--- src/rtl/apb_pkg.sv ---
// Shared APB slave definitions: bus phase encoding and wait-state limits.
package apb_pkg;

    typedef enum logic [1:0] {
        ST_IDLE   = 2'd0,
        ST_SETUP  = 2'd1,
        ST_ACCESS = 2'd2
    } apb_state_e;

    localparam int APB_MAX_WAIT_STATES = 15;
    localparam int APB_CNT_W           = $clog2(APB_MAX_WAIT_STATES + 1);

endpackage

--- src/rtl/apb_reg_slave.sv ---
// APB register-file slave: NUM_REGS word registers with byte strobes,
// per-register read-only masking, programmable wait states and error response.
module apb_reg_slave
    import apb_pkg::*;
#(
    parameter int                  DATA_W      = 32,
    parameter int                  ADDR_W      = 32,
    parameter int                  NUM_REGS    = 8,
    parameter int                  WAIT_STATES = 0,
    parameter logic [NUM_REGS-1:0] RO_MASK     = '0,
    parameter logic [DATA_W-1:0]   RESET_VAL   = '0
) (
    input  logic                PCLK,
    input  logic                PRESETn,
    input  logic                PSEL,
    input  logic                PENABLE,
    input  logic                PWRITE,
    input  logic [ADDR_W-1:0]   PADDR,
    input  logic [DATA_W-1:0]   PWDATA,
    input  logic [DATA_W/8-1:0] PSTRB,
    output logic [DATA_W-1:0]   PRDATA,
    output logic                PREADY,
    output logic                PSLVERR
);

    localparam int                    LANES      = DATA_W / 8;
    localparam int                    OFF_W      = $clog2(LANES);
    localparam int                    IDX_W      = (NUM_REGS > 1) ? $clog2(NUM_REGS) : 1;
    localparam logic [ADDR_W-1:0]     NUM_REGS_A = ADDR_W'(NUM_REGS);
    localparam logic [APB_CNT_W-1:0]  WAIT_LAST  = APB_CNT_W'(WAIT_STATES);

    apb_state_e           r_state;
    apb_state_e           w_state;
    apb_state_e           w_state_next;
    logic [APB_CNT_W-1:0] r_count;
    logic [DATA_W-1:0]    r_regs [NUM_REGS];

    logic [ADDR_W-1:0]    w_index;
    logic [IDX_W-1:0]     w_reg_sel;
    logic                 w_in_range;
    logic                 w_misaligned;
    logic                 w_read_only;
    logic                 w_err;
    logic                 w_pready;
    logic                 w_wr_commit;

    // ------------------------------------------------------------------
    // Address decode and error classification
    // ------------------------------------------------------------------
    assign w_index    = PADDR >> OFF_W;
    assign w_reg_sel  = w_index[IDX_W-1:0];
    assign w_in_range = (w_index < NUM_REGS_A);

    generate
        if (OFF_W == 0) begin : g_byte_bus
            assign w_misaligned = 1'b0;
        end else begin : g_word_bus
            assign w_misaligned = |PADDR[OFF_W-1:0];
        end
    endgenerate

    assign w_read_only = w_in_range & RO_MASK[w_reg_sel];
    assign w_err       = ~w_in_range | w_misaligned | (PWRITE & w_read_only);

    // ------------------------------------------------------------------
    // Bus phase FSM. SETUP is recognised from the bus in the same cycle,
    // so the register only has to remember that an ACCESS phase is due;
    // this is what lets PREADY rise in the first ACCESS cycle.
    // ------------------------------------------------------------------
    always_comb begin
        // NOTE: every output of this block gets a default first, so no path leaves one unassigned and no latch is inferred.
        w_state      = ST_IDLE;
        w_pready     = 1'b0;
        w_state_next = ST_IDLE;

        if (PSEL && !PENABLE) begin
            w_state = ST_SETUP;
        end else if (PSEL && PENABLE && (r_state == ST_ACCESS)) begin
            w_state = ST_ACCESS;
        end

        w_pready = PSEL && PENABLE && (w_state == ST_ACCESS) && (r_count == WAIT_LAST);

        case (w_state)
            ST_SETUP:  w_state_next = ST_ACCESS;
            ST_ACCESS: w_state_next = w_pready ? ST_IDLE : ST_ACCESS;
            default:   w_state_next = ST_IDLE;
        endcase
    end

    // NOTE: sequential state uses non-blocking assignments so every flop samples pre-edge values.
    always_ff @(posedge PCLK or negedge PRESETn) begin
        if (!PRESETn) begin
            r_state <= ST_IDLE;
        end else begin
            r_state <= w_state_next;
        end
    end

    always_ff @(posedge PCLK or negedge PRESETn) begin
        if (!PRESETn) begin
            r_count <= '0;
        end else if (w_state == ST_SETUP) begin
            r_count <= '0;
        end else if ((w_state == ST_ACCESS) && !w_pready) begin
            r_count <= r_count + 1'b1;
        end
    end

    // ------------------------------------------------------------------
    // Register file
    // ------------------------------------------------------------------
    assign w_wr_commit = w_pready & PWRITE & ~w_err;

    // NOTE: the register array is reset on purpose -- software relies on RESET_VAL, so it cannot map to an unreset RAM.
    always_ff @(posedge PCLK or negedge PRESETn) begin
        if (!PRESETn) begin
            for (int i = 0; i < NUM_REGS; i++) begin
                r_regs[i] <= RESET_VAL;
            end
        end else if (w_wr_commit) begin
            for (int b = 0; b < LANES; b++) begin
                if (PSTRB[b]) begin
                    r_regs[w_reg_sel][b*8 +: 8] <= PWDATA[b*8 +: 8];
                end
            end
        end
    end

    // Outputs are purely combinational and gated by PREADY, so reset zeroes them at once.
    assign PREADY  = w_pready;
    assign PSLVERR = w_pready & w_err;
    assign PRDATA  = (w_pready & ~PWRITE & ~w_err) ? r_regs[w_reg_sel] : '0;

endmodule
--- config.mk ---
export PLATFORM = sky130hd
export DESIGN_NAME = apb_reg_slave
export DESIGN_NICKNAME = d
export VERILOG_FILES = /design/src/rtl/apb_pkg.sv /design/src/rtl/apb_reg_slave.sv
export SDC_FILE = /design/constraint.sdc
export NUM_CORES = 1
export LEC_CHECK = 0
export CORE_ASPECT_RATIO = 1.1
export CORE_MARGIN = 5
export CORE_UTILIZATION = 30
export DETAILED_ROUTE_END_ITERATION = 10
export SLEW_MARGIN = 10
export SYNTH_ARGS = -nofsm -noshare
export SYNTH_HDL_FRONTEND = slang
export SYNTH_SLANG_ARGS = --single-unit
--- constraint.sdc ---
create_clock -name PCLK -period 3.2 [get_ports PCLK]
set_clock_uncertainty 0.05 [all_clocks]
set_input_delay 0.48 -clock PCLK [delete_from_list [all_inputs] [get_ports PCLK]]
set_output_delay 0.48 -clock PCLK [all_outputs]
set_load 0.01 [all_outputs]
---- Yosys cells after proc, flatten, opt, wreduce, memory -nomap -nowiden ----
Memory sizes are Yosys's and may differ from the RTL's.
Cells that the tools add are included.
storage, ports and cells
  input port bits ......................... 73
  bits in registers ....................... 262
  memory bits (read-only) ................. 8
  output and inout port bits .............. 34
  memories kept ........................... 1
memory list
  memory            depth  width  read ports  clocked after memory_dff  write ports  RTL line             source
  (name not given)  8      1      1           0                         0            apb_reg_slave.sv:62  assign w_read_only = w_in_range & RO_MASK[w_reg_sel];
operators by class
  bitwise logic cells ..................... 13
  add/subtract/negate cells ............... 1
  eq/ne operators ......................... 3
  magnitude comparators ................... 4
  reductions and logical operators ........ 12
  multiplexer cells ....................... 30
operator list
  operator             number
  $mux 256             7
  $bwmux 256           4
  $demux 32 s3         4
  $mux 32              4
  $bmux 32 s3          1
  $lt 30x4->1 const B  1
  $mux 24              1
  $mux 16              1
  $mux 4               2
  $mux 8               1
  $and 1x1->1          7
  $logic_and 1x1->1    7
  $mux 2               3
  $add 4x1->4 const B  1
  $eq 2x2->1 const B   2
  $ge 4x4->1 const B   1
  $logic_not 4->1      1
  $lt 3x4->1 const B   1
  $lt 4x1->1 const B   1
  $not 3->4            1
  $pmux 2 s2           1
  $not 1->1            3
  $eq 2x1->1 const B   1
  $logic_not 1->1      2
  4 further kinds      5

---- Logic depth before layout (Yosys ltp) ----
Gate-level depths: netlist of run 1.
  word-level depth ........................ 18
  mapped depth ............................ 8
  gate-level depth less buffers ........... 7

---- Worst setup path after synthesis of run 1 ----
No wires, ideal clock.
  path kind ............................... input port to output port
  start ................................... input PADDR[30]
  end ..................................... output PRDATA[10]
  data required time ...................... 2.670 ns
  cell stages on the path ................. 6
  slack ................................... 0.428 ns
  data arrival time ....................... 2.242 ns
  buffers on the path ..................... 2
  cell sequence ........................... nor4_4 -> nand4_4 -> or4_1 -> buf_2 -> buf_6 -> nor4_2
on the way
  longest elaborated chain between the ends .. 7
RTL lines
  item                                              RTL line                                  source
  start: declaration                                apb_reg_slave.sv:18                       input logic [ADDR_W-1:0] PADDR,
  $lt 30x4->1 (*)                                   apb_reg_slave.sv:52                       assign w_in_range = (w_index < NUM_REGS_A);
  $and 1x1->1 / $not 1->1 (equally long branches)   apb_reg_slave.sv:62, apb_reg_slave.sv:63
  $and 1x1->1 / $or 1x1->1 (equally long branches)  apb_reg_slave.sv:63                       assign w_err = ~w_in_range | w_misaligned | (PWRITE & w_read_only);
  $or 1x1->1 (*)                                    apb_reg_slave.sv:63
  $not 1->1 (*)                                     apb_reg_slave.sv:133                      assign PRDATA = (w_pready & ~PWRITE & ~w_err) ? r_regs[w_reg_sel] : '0;
  $and 1x1->1 (*)                                   apb_reg_slave.sv:133
  $mux 32 (*)                                       apb_reg_slave.sv:133
  end: declaration                                  apb_reg_slave.sv:21                       output logic [DATA_W-1:0] PRDATA,
Every way passes the cells marked *; elsewhere a longest branch is shown, timed or not.

---- Worst setup path after layout of run 1 ----
  start ................................... input PADDR[28]
  end ..................................... output PRDATA[11]
The elaborated chain is that of the path after synthesis.

==> results of run 1 <==
## logic make-up after synthesis
logic type                 Yosys count  synth area share
AOI/OAI and AO/OA                  132            0.0787
xor gates and xnor gates             3           0.00217
adders and majority gates            2           0.00206
buffers and inverters               50            0.0198
DFF                                261             0.538
muxes                              256             0.238
and+or+nand+nor                    148             0.121
## per-stage QoR
step | hold WS (ns) | utilization | cell area (um^2)
finish | 0.454 | 0.398 | 15900
global route | 0.463 | 0.398 | 15900
CTS | 0.458 | 0.395 | 15800
detailed placement | 0.444 | 0.364 | 14600
global placement | 0.437 | 0.364 | 14600
floorplan | 0.134 | - | 12100
## report_power, final
part	internal (mW)	switching, mW	total (mW)
clock	1.71	1.27	2.99
sequential	3.30	0.000396	3.30
combinational	0.213	0.332	0.545
## how the worst min path moves through the flow
stage / start / to / slack [ns] / cells after the start
CTS: r_regs[191] / r_regs[191] / 0.46 / 1
floorplan: PRESETn / r_count[0] / 0.13 / 0
detailed placement: r_regs[191] / r_regs[191] / 0.44 / 1
finish: r_regs[193] / r_regs[193] / 0.45 / 1
global route: r_regs[223] / r_regs[223] / 0.46 / 1
global placement: r_regs[252] / r_regs[252] / 0.44 / 1
## cell usage in the layout (no fill, tap or decap), drive strengths merged, types with 2 or more instances in the layout
cell type      netlist  final
buf                 14    165
o22ai               74     74
and4                 2      2
or4                  7      7
mux2               256    256
and3                 2      2
inv                  3      3
nor3b                4      4
or3b                 4      4
o221ai              25     25
nor3                 2      2
clkdlybuf4s50        0     56
clkbuf              33     37
clkinv               0      8
nor4                55     55
dlymetal6s2s         0     16
nand4               11     11
nand2               26     26
a21oi                3      3
a22oi                2      2
nand3b               3      3
and2                 3      3
and3b                3      3
xor2                 2      2
nand3                3      3
o22a                25     25
nor2                20     20
ha                   2      2
dfrtp              261    261
## per-layer routing
layer  vias to the layer above  GRT usage
li1                       3736          -
met1                      4369      0.217
met2                       165      0.252
met3                        46     0.0245
met4                         2     0.0404
met5                         -          0
## synthesized netlist by cell type, types with 2 or more instances
library cell	instances	share of area
nand3b_1	3	0.0019
nor3b_1	4	0.0025
or3b_2	4	0.0029
nand2_1	25	0.0077
nor4_4	30	0.053
nand3_1	3	0.0012
mux2_2	256	0.24
buf_2	6	0.0025
o221ai_1	25	0.018
a21oi_1	3	0.0012
clkbuf_1	33	0.010
inv_1	2	0.00062
nand4_4	2	0.0035
nor3_1	2	0.00083
nor4_2	23	0.024
nand4_1	9	0.0046
xor2_1	2	0.0014
nor2_1	20	0.0062
or4_1	7	0.0043
and3_1	2	0.0010
o22a_1	25	0.018
a22oi_1	2	0.0012
and3b_1	3	0.0022
dfrtp_1	261	0.54
buf_4	2	0.0012
o22ai_1	74	0.038
ha_1	2	0.0021
buf_6	5	0.0046
and4_1	2	0.0014
and2_1	3	0.0015
nor4_1	2	0.0010
## sequential cells by signal, summed over array words and instances, names as in the netlist
register  cells
r_regs      256
r_state       1
r_count       4
## final cells by class
class                   instances  area, um^2  area share
multi-input cells             541        5660       0.355
flip-flops and latches        261        6530       0.410
inverters                       3        11.3    0.000706
clock buffers                  36         749      0.0470
repair buffers                240        2270       0.142
clock inverters                10        81.3     0.00510
well taps                     513         642      0.0402
## what timing repair did
item	CTS	global route
gates cloned	3	0
endpoints found under the hold margin	86	0
pin swaps	29	13
endpoints found under the setup margin	33	32
buffers inserted	13	7
resized for setup	177	31
hold buffers	1	0
==> qor.csv, run 1 <==
metric;value;unit
h-tree-depth;1;
drt-pass1-iter-count;6;
track_usage;0.155;
avgViaCountPerCell;5.19;
cts_root_buffer;clkbuf_16;
cp_num_cells;9;
syn_nets;927;
p_leak;7.80;nW
dieArea;0.0446;mm^2
status;complete, but fails checks;
min_period_over_period;1.00;
period_needed;3.22;ns
cp_slowest_stage_delay;0.60;ns
grt_pass1_wl;54700;um
endpoint;PRDATA[11];
start_util;0.303;
worstPathArrival;2.69;ns
synth-seq-cells;261;
async_flop_share;1.00;
io_buffers;106;
vdd_drop_max;0.382;mV
crit_family;simple AND/OR/NAND/NOR gates;
cp_cell_sequence;clkdlybuf4s50_1, nor4_4, nand4_4, or4_4, buf_12, buf_16, buf_8, nor4_4, buf_2;
slew_viol_final;0;
max_freq;311;MHz
syn_inst;852;
critical-path-slowest-cell;or4_4;
worstSetupPathType;in -> out;
hpwl;23100;um
coreArea;0.0401;mm^2
ant_nets;0;
reg2reg_depth;10;
clk_path_buf_depth;3;
dp_slack;-0.689;ns
wl_per_cell;22.0;um
dp_cells;1536;
yosysUniqueCellTypes;41;
ys_seq_area_frac;0.538;
synth_warnings;0;
tns;-0.0407;ns
worst_slack;-0.0158;ns
path_common_cell;nor4_4;
cp-start-kind;primary input;
wl;35200;um
wl_met1;16300;um
synth_ff_type;dfrtp_1;
gp_congestion;0.762;
rrSetupSlack;0.73;ns
cts.sinks;261;
antenna_found_initial;1;
critical_path_buf_inv_count;5;
crit_fanout;6;
rsz0062_at_grt;yes;
grt_pass1_vias;8917;
fillers;3824;
die_y;221;um
area_delta_synth_final;31.5;%
endpoint_kind;primary output;
violations;negative setup slack;
drive_gt1_frac;0.492;
diodes;0;
worst_r2r_endpoint;r_regs[124];
fin_cells;1604;
p_per_area;428;mW/mm^2
finalSetupViolations;5;
cp.required;2.67;ns
hold_viol;0;
syn_avg_cell_area;14.2;um^2
cts_tree;yes;
pin_count;107;
r2r-start;r_count[1];
min_path_type;reg -> reg;
crit_start;PADDR[28];
rows;77;
power;6.83;mW
wl_met3;1470;um
numCtsBuffers;26;
drc_errors;0;
synth-edff-count;0;
syn_area;0.0121;mm^2
grt.overflow.total;0;
drt_iter0_drc;489;
clk_pin_slew;0.06;ns
cap_violations;0;
max_slew.worst_pin.slew;0.754;ns
die_x;202;um
worstSkewPairLatency;0.54;ns
num_vias;8318;
relSlewSlack;0.497;
grt_max_degree;91;
top_layer;met5;
route.met2.wl;16700;um
final_nets;1148;
Note: power is estimated with default switching activity, not from simulation.
==> run 2, diff against run 1 <==
--- a/config.mk
+++ b/config.mk
@@ -9,7 +9,7 @@
 export CORE_MARGIN = 5
 export CORE_UTILIZATION = 30
 export DETAILED_ROUTE_END_ITERATION = 10
-export SLEW_MARGIN = 10
+export HOLD_SLACK_MARGIN = 0.08
 export SYNTH_ARGS = -nofsm -noshare
 export SYNTH_HDL_FRONTEND = slang
 export SYNTH_SLANG_ARGS = --single-unit
==> constraint.sdc (replaced) <==
create_clock -name PCLK -period 3.1 [get_ports PCLK]
set_clock_uncertainty 0.05 [all_clocks]
set_input_delay 0.465 -clock PCLK [delete_from_list [all_inputs] [get_ports PCLK]]
set_output_delay 0.465 -clock PCLK [all_outputs]
set_load 0.01 [all_outputs]
==> qor.csv, run 2 (synthesized netlist as in run 1, its figures left out) <==
metric;value;unit
status;complete, but fails checks;
violations;negative setup slack;
regArea;0.00653;mm^2
hpwl;22900;um
coreArea;0.0401;mm^2
min_period_over_period;1.02;
grt_pass1_vias;8811;
relSlewSlack;0.514;
wl;34900;um
rsz0062_at_grt;yes;
die_y;221;um
power_frac_seq;0.463;
endpoint_kind;primary output;
hold_viol;0;
wl_per_cell;21.9;um
final_nets;1134;
numCtsBuffers;27;
largest_register_ffs;256;
internal_power;5.70;mW
track_usage;0.156;
whs;0.455;ns
worst_slack;-0.0546;ns
worstPathArrival;2.64;ns
cap_violations;0;
antenna_found_initial;2;
dieArea;0.0446;mm^2
avgViaCountPerCell;5.21;
rows;77;
finalSetupViolations;18;
fillers;3738;
pin_count;107;
clk_pin_slew;0.06;ns
grt_pass1_wl;55100;um
crit_fanout;8;
p_leak;7.74;nW
slew_viol_final;0;
swShare;0.226;
cp.required;2.58;ns
cts.sinks;261;
vdd_drop_max;0.388;mV
p_comb_frac;0.077;
final_common_cell;dfrtp_1;
ant_nets;0;
num_vias;8282;
multi_input_area;0.00569;mm^2
grt_max_degree;81;
max_freq;317;MHz
cp_cell_sequence;clkdlybuf4s50_1, nor4_4, nand4_4, or4_4, buf_12, buf_16, nor4_4, buf_2;
io_buffers;106;
max_slew.worst_pin.slew;0.729;ns
power_switching;1.66;mW
critical-path-slowest-cell;or4_4;
cp-start-kind;primary input;
min_path_type;reg -> reg;
drt_iter0_drc;491;
reg_top3;r_regs x256, r_count x4, r_state x1;
drc_errors;0;
cts_tree;yes;
area_delta_synth_final;32.7;%
clk_path_buf_depth;3;
fin_cells;1591;
power;7.36;mW
drive_gt1_frac;0.491;
worstSetupPathType;in -> out;
p_per_area;457;mW/mm^2
tns;-0.703;ns
cts_root_buffer;clkbuf_16;
most-common-layout-cells;dfrtp_1 (261), mux2_2 (256), buf_4 (85);
dp_cells;1535;
worstSkewPairLatency;0.54;ns
regMostFlops;r_regs;
grt.overflow.total;0;
die_x;202;um
drt-pass1-iter-count;4;
start_util;0.303;
period_needed;3.15;ns
cp_slowest_stage_delay;0.59;ns
diodes;0;
p_clk_frac;0.460;
path_common_cell;nor4_4;
h-tree-depth;1;
gp_congestion;0.738;
==> run 2: path summary, 6_finish.rpt <==
check,startpoint,end,slack [ns],cells past startpoint
worst min register to register,r_regs[152],r_regs[152],0.46,1
worst max register to register,r_count[1],r_regs[187],0.63,10
worst min-delay path,r_regs[152],r_regs[152],0.46,1
max in group asynchronous,PRESETn,r_regs[227],1.79,3
worst max-delay path,PADDR[16],PRDATA[15],-0.05,8
min in group asynchronous,PRESETn,r_regs[36],0.47,2
==> run 2: power by group through the flow <==
| stage | combinational, mW | sequential, mW | clock (mW) |
|---|---|---|---|
| 6_report | 0.564 | 3.41 | 3.39 |
| 5_1_grt | 0.612 | 3.40 | 3.62 |
| 4_1_cts | 0.570 | 3.41 | 3.49 |
| 3_5_place_dp | 0.533 | 3.47 | 0 |
| 3_3_place_gp | 0.535 | 3.47 | 0 |
| 2_1_floorplan | 0.178 | 3.47 | 0 |
==> run 2: worst max-delay path, delay by kind of cell <==
kind          cells  cell delay [ns]
simple gates      4             1.19
buf+inv           4             1.00
==> run 2: stage by stage <==
stage / setup slack, ns / utilization / area [um^2]
2_1_floorplan: 0.358 / - / 12100
3_3_place_gp: -0.776 / 0.370 / 14800
3_5_place_dp: -0.775 / 0.370 / 14800
4_1_cts: -0.117 / 0.401 / 16100
5_1_grt: -0.157 / 0.402 / 16100
6_report: -0.0546 / 0.402 / 16100
==> run 2: layout make-up <==
cell class | count | share of cell area
Sequential cell | 261 | 0.406
Multi-Input combinational cell | 541 | 0.353
Timing Repair Buffer | 225 | 0.143
Clock buffer | 38 | 0.0483
Tap cell | 513 | 0.0399
Clock inverter | 10 | 0.00933
Inverter | 3 | 0.000700
==> run 2: timing repair <==
| item | in CTS | in global routing |
|---|---|---|
| setup buffers | 4 | 2 |
| gates cloned | 3 | 0 |
| hold buffers | 1 | 0 |
| resized for setup | 189 | 14 |
| setup endpoints to repair | 34 | 34 |
| pin swaps | 35 | 7 |
| hold endpoints to repair | 75 | 0 |
==> run 2: per-layer routing <==
layer	vias to the layer above	share of wire	global-route usage	routed length, um
li1	3714	-	-	-
met1	4374	0.47	0.220	16300
met2	149	0.47	0.254	16500
met3	41	0.042	0.0256	1450
met4	4	0.017	0.0331	593
met5	-	0.00097	0	34
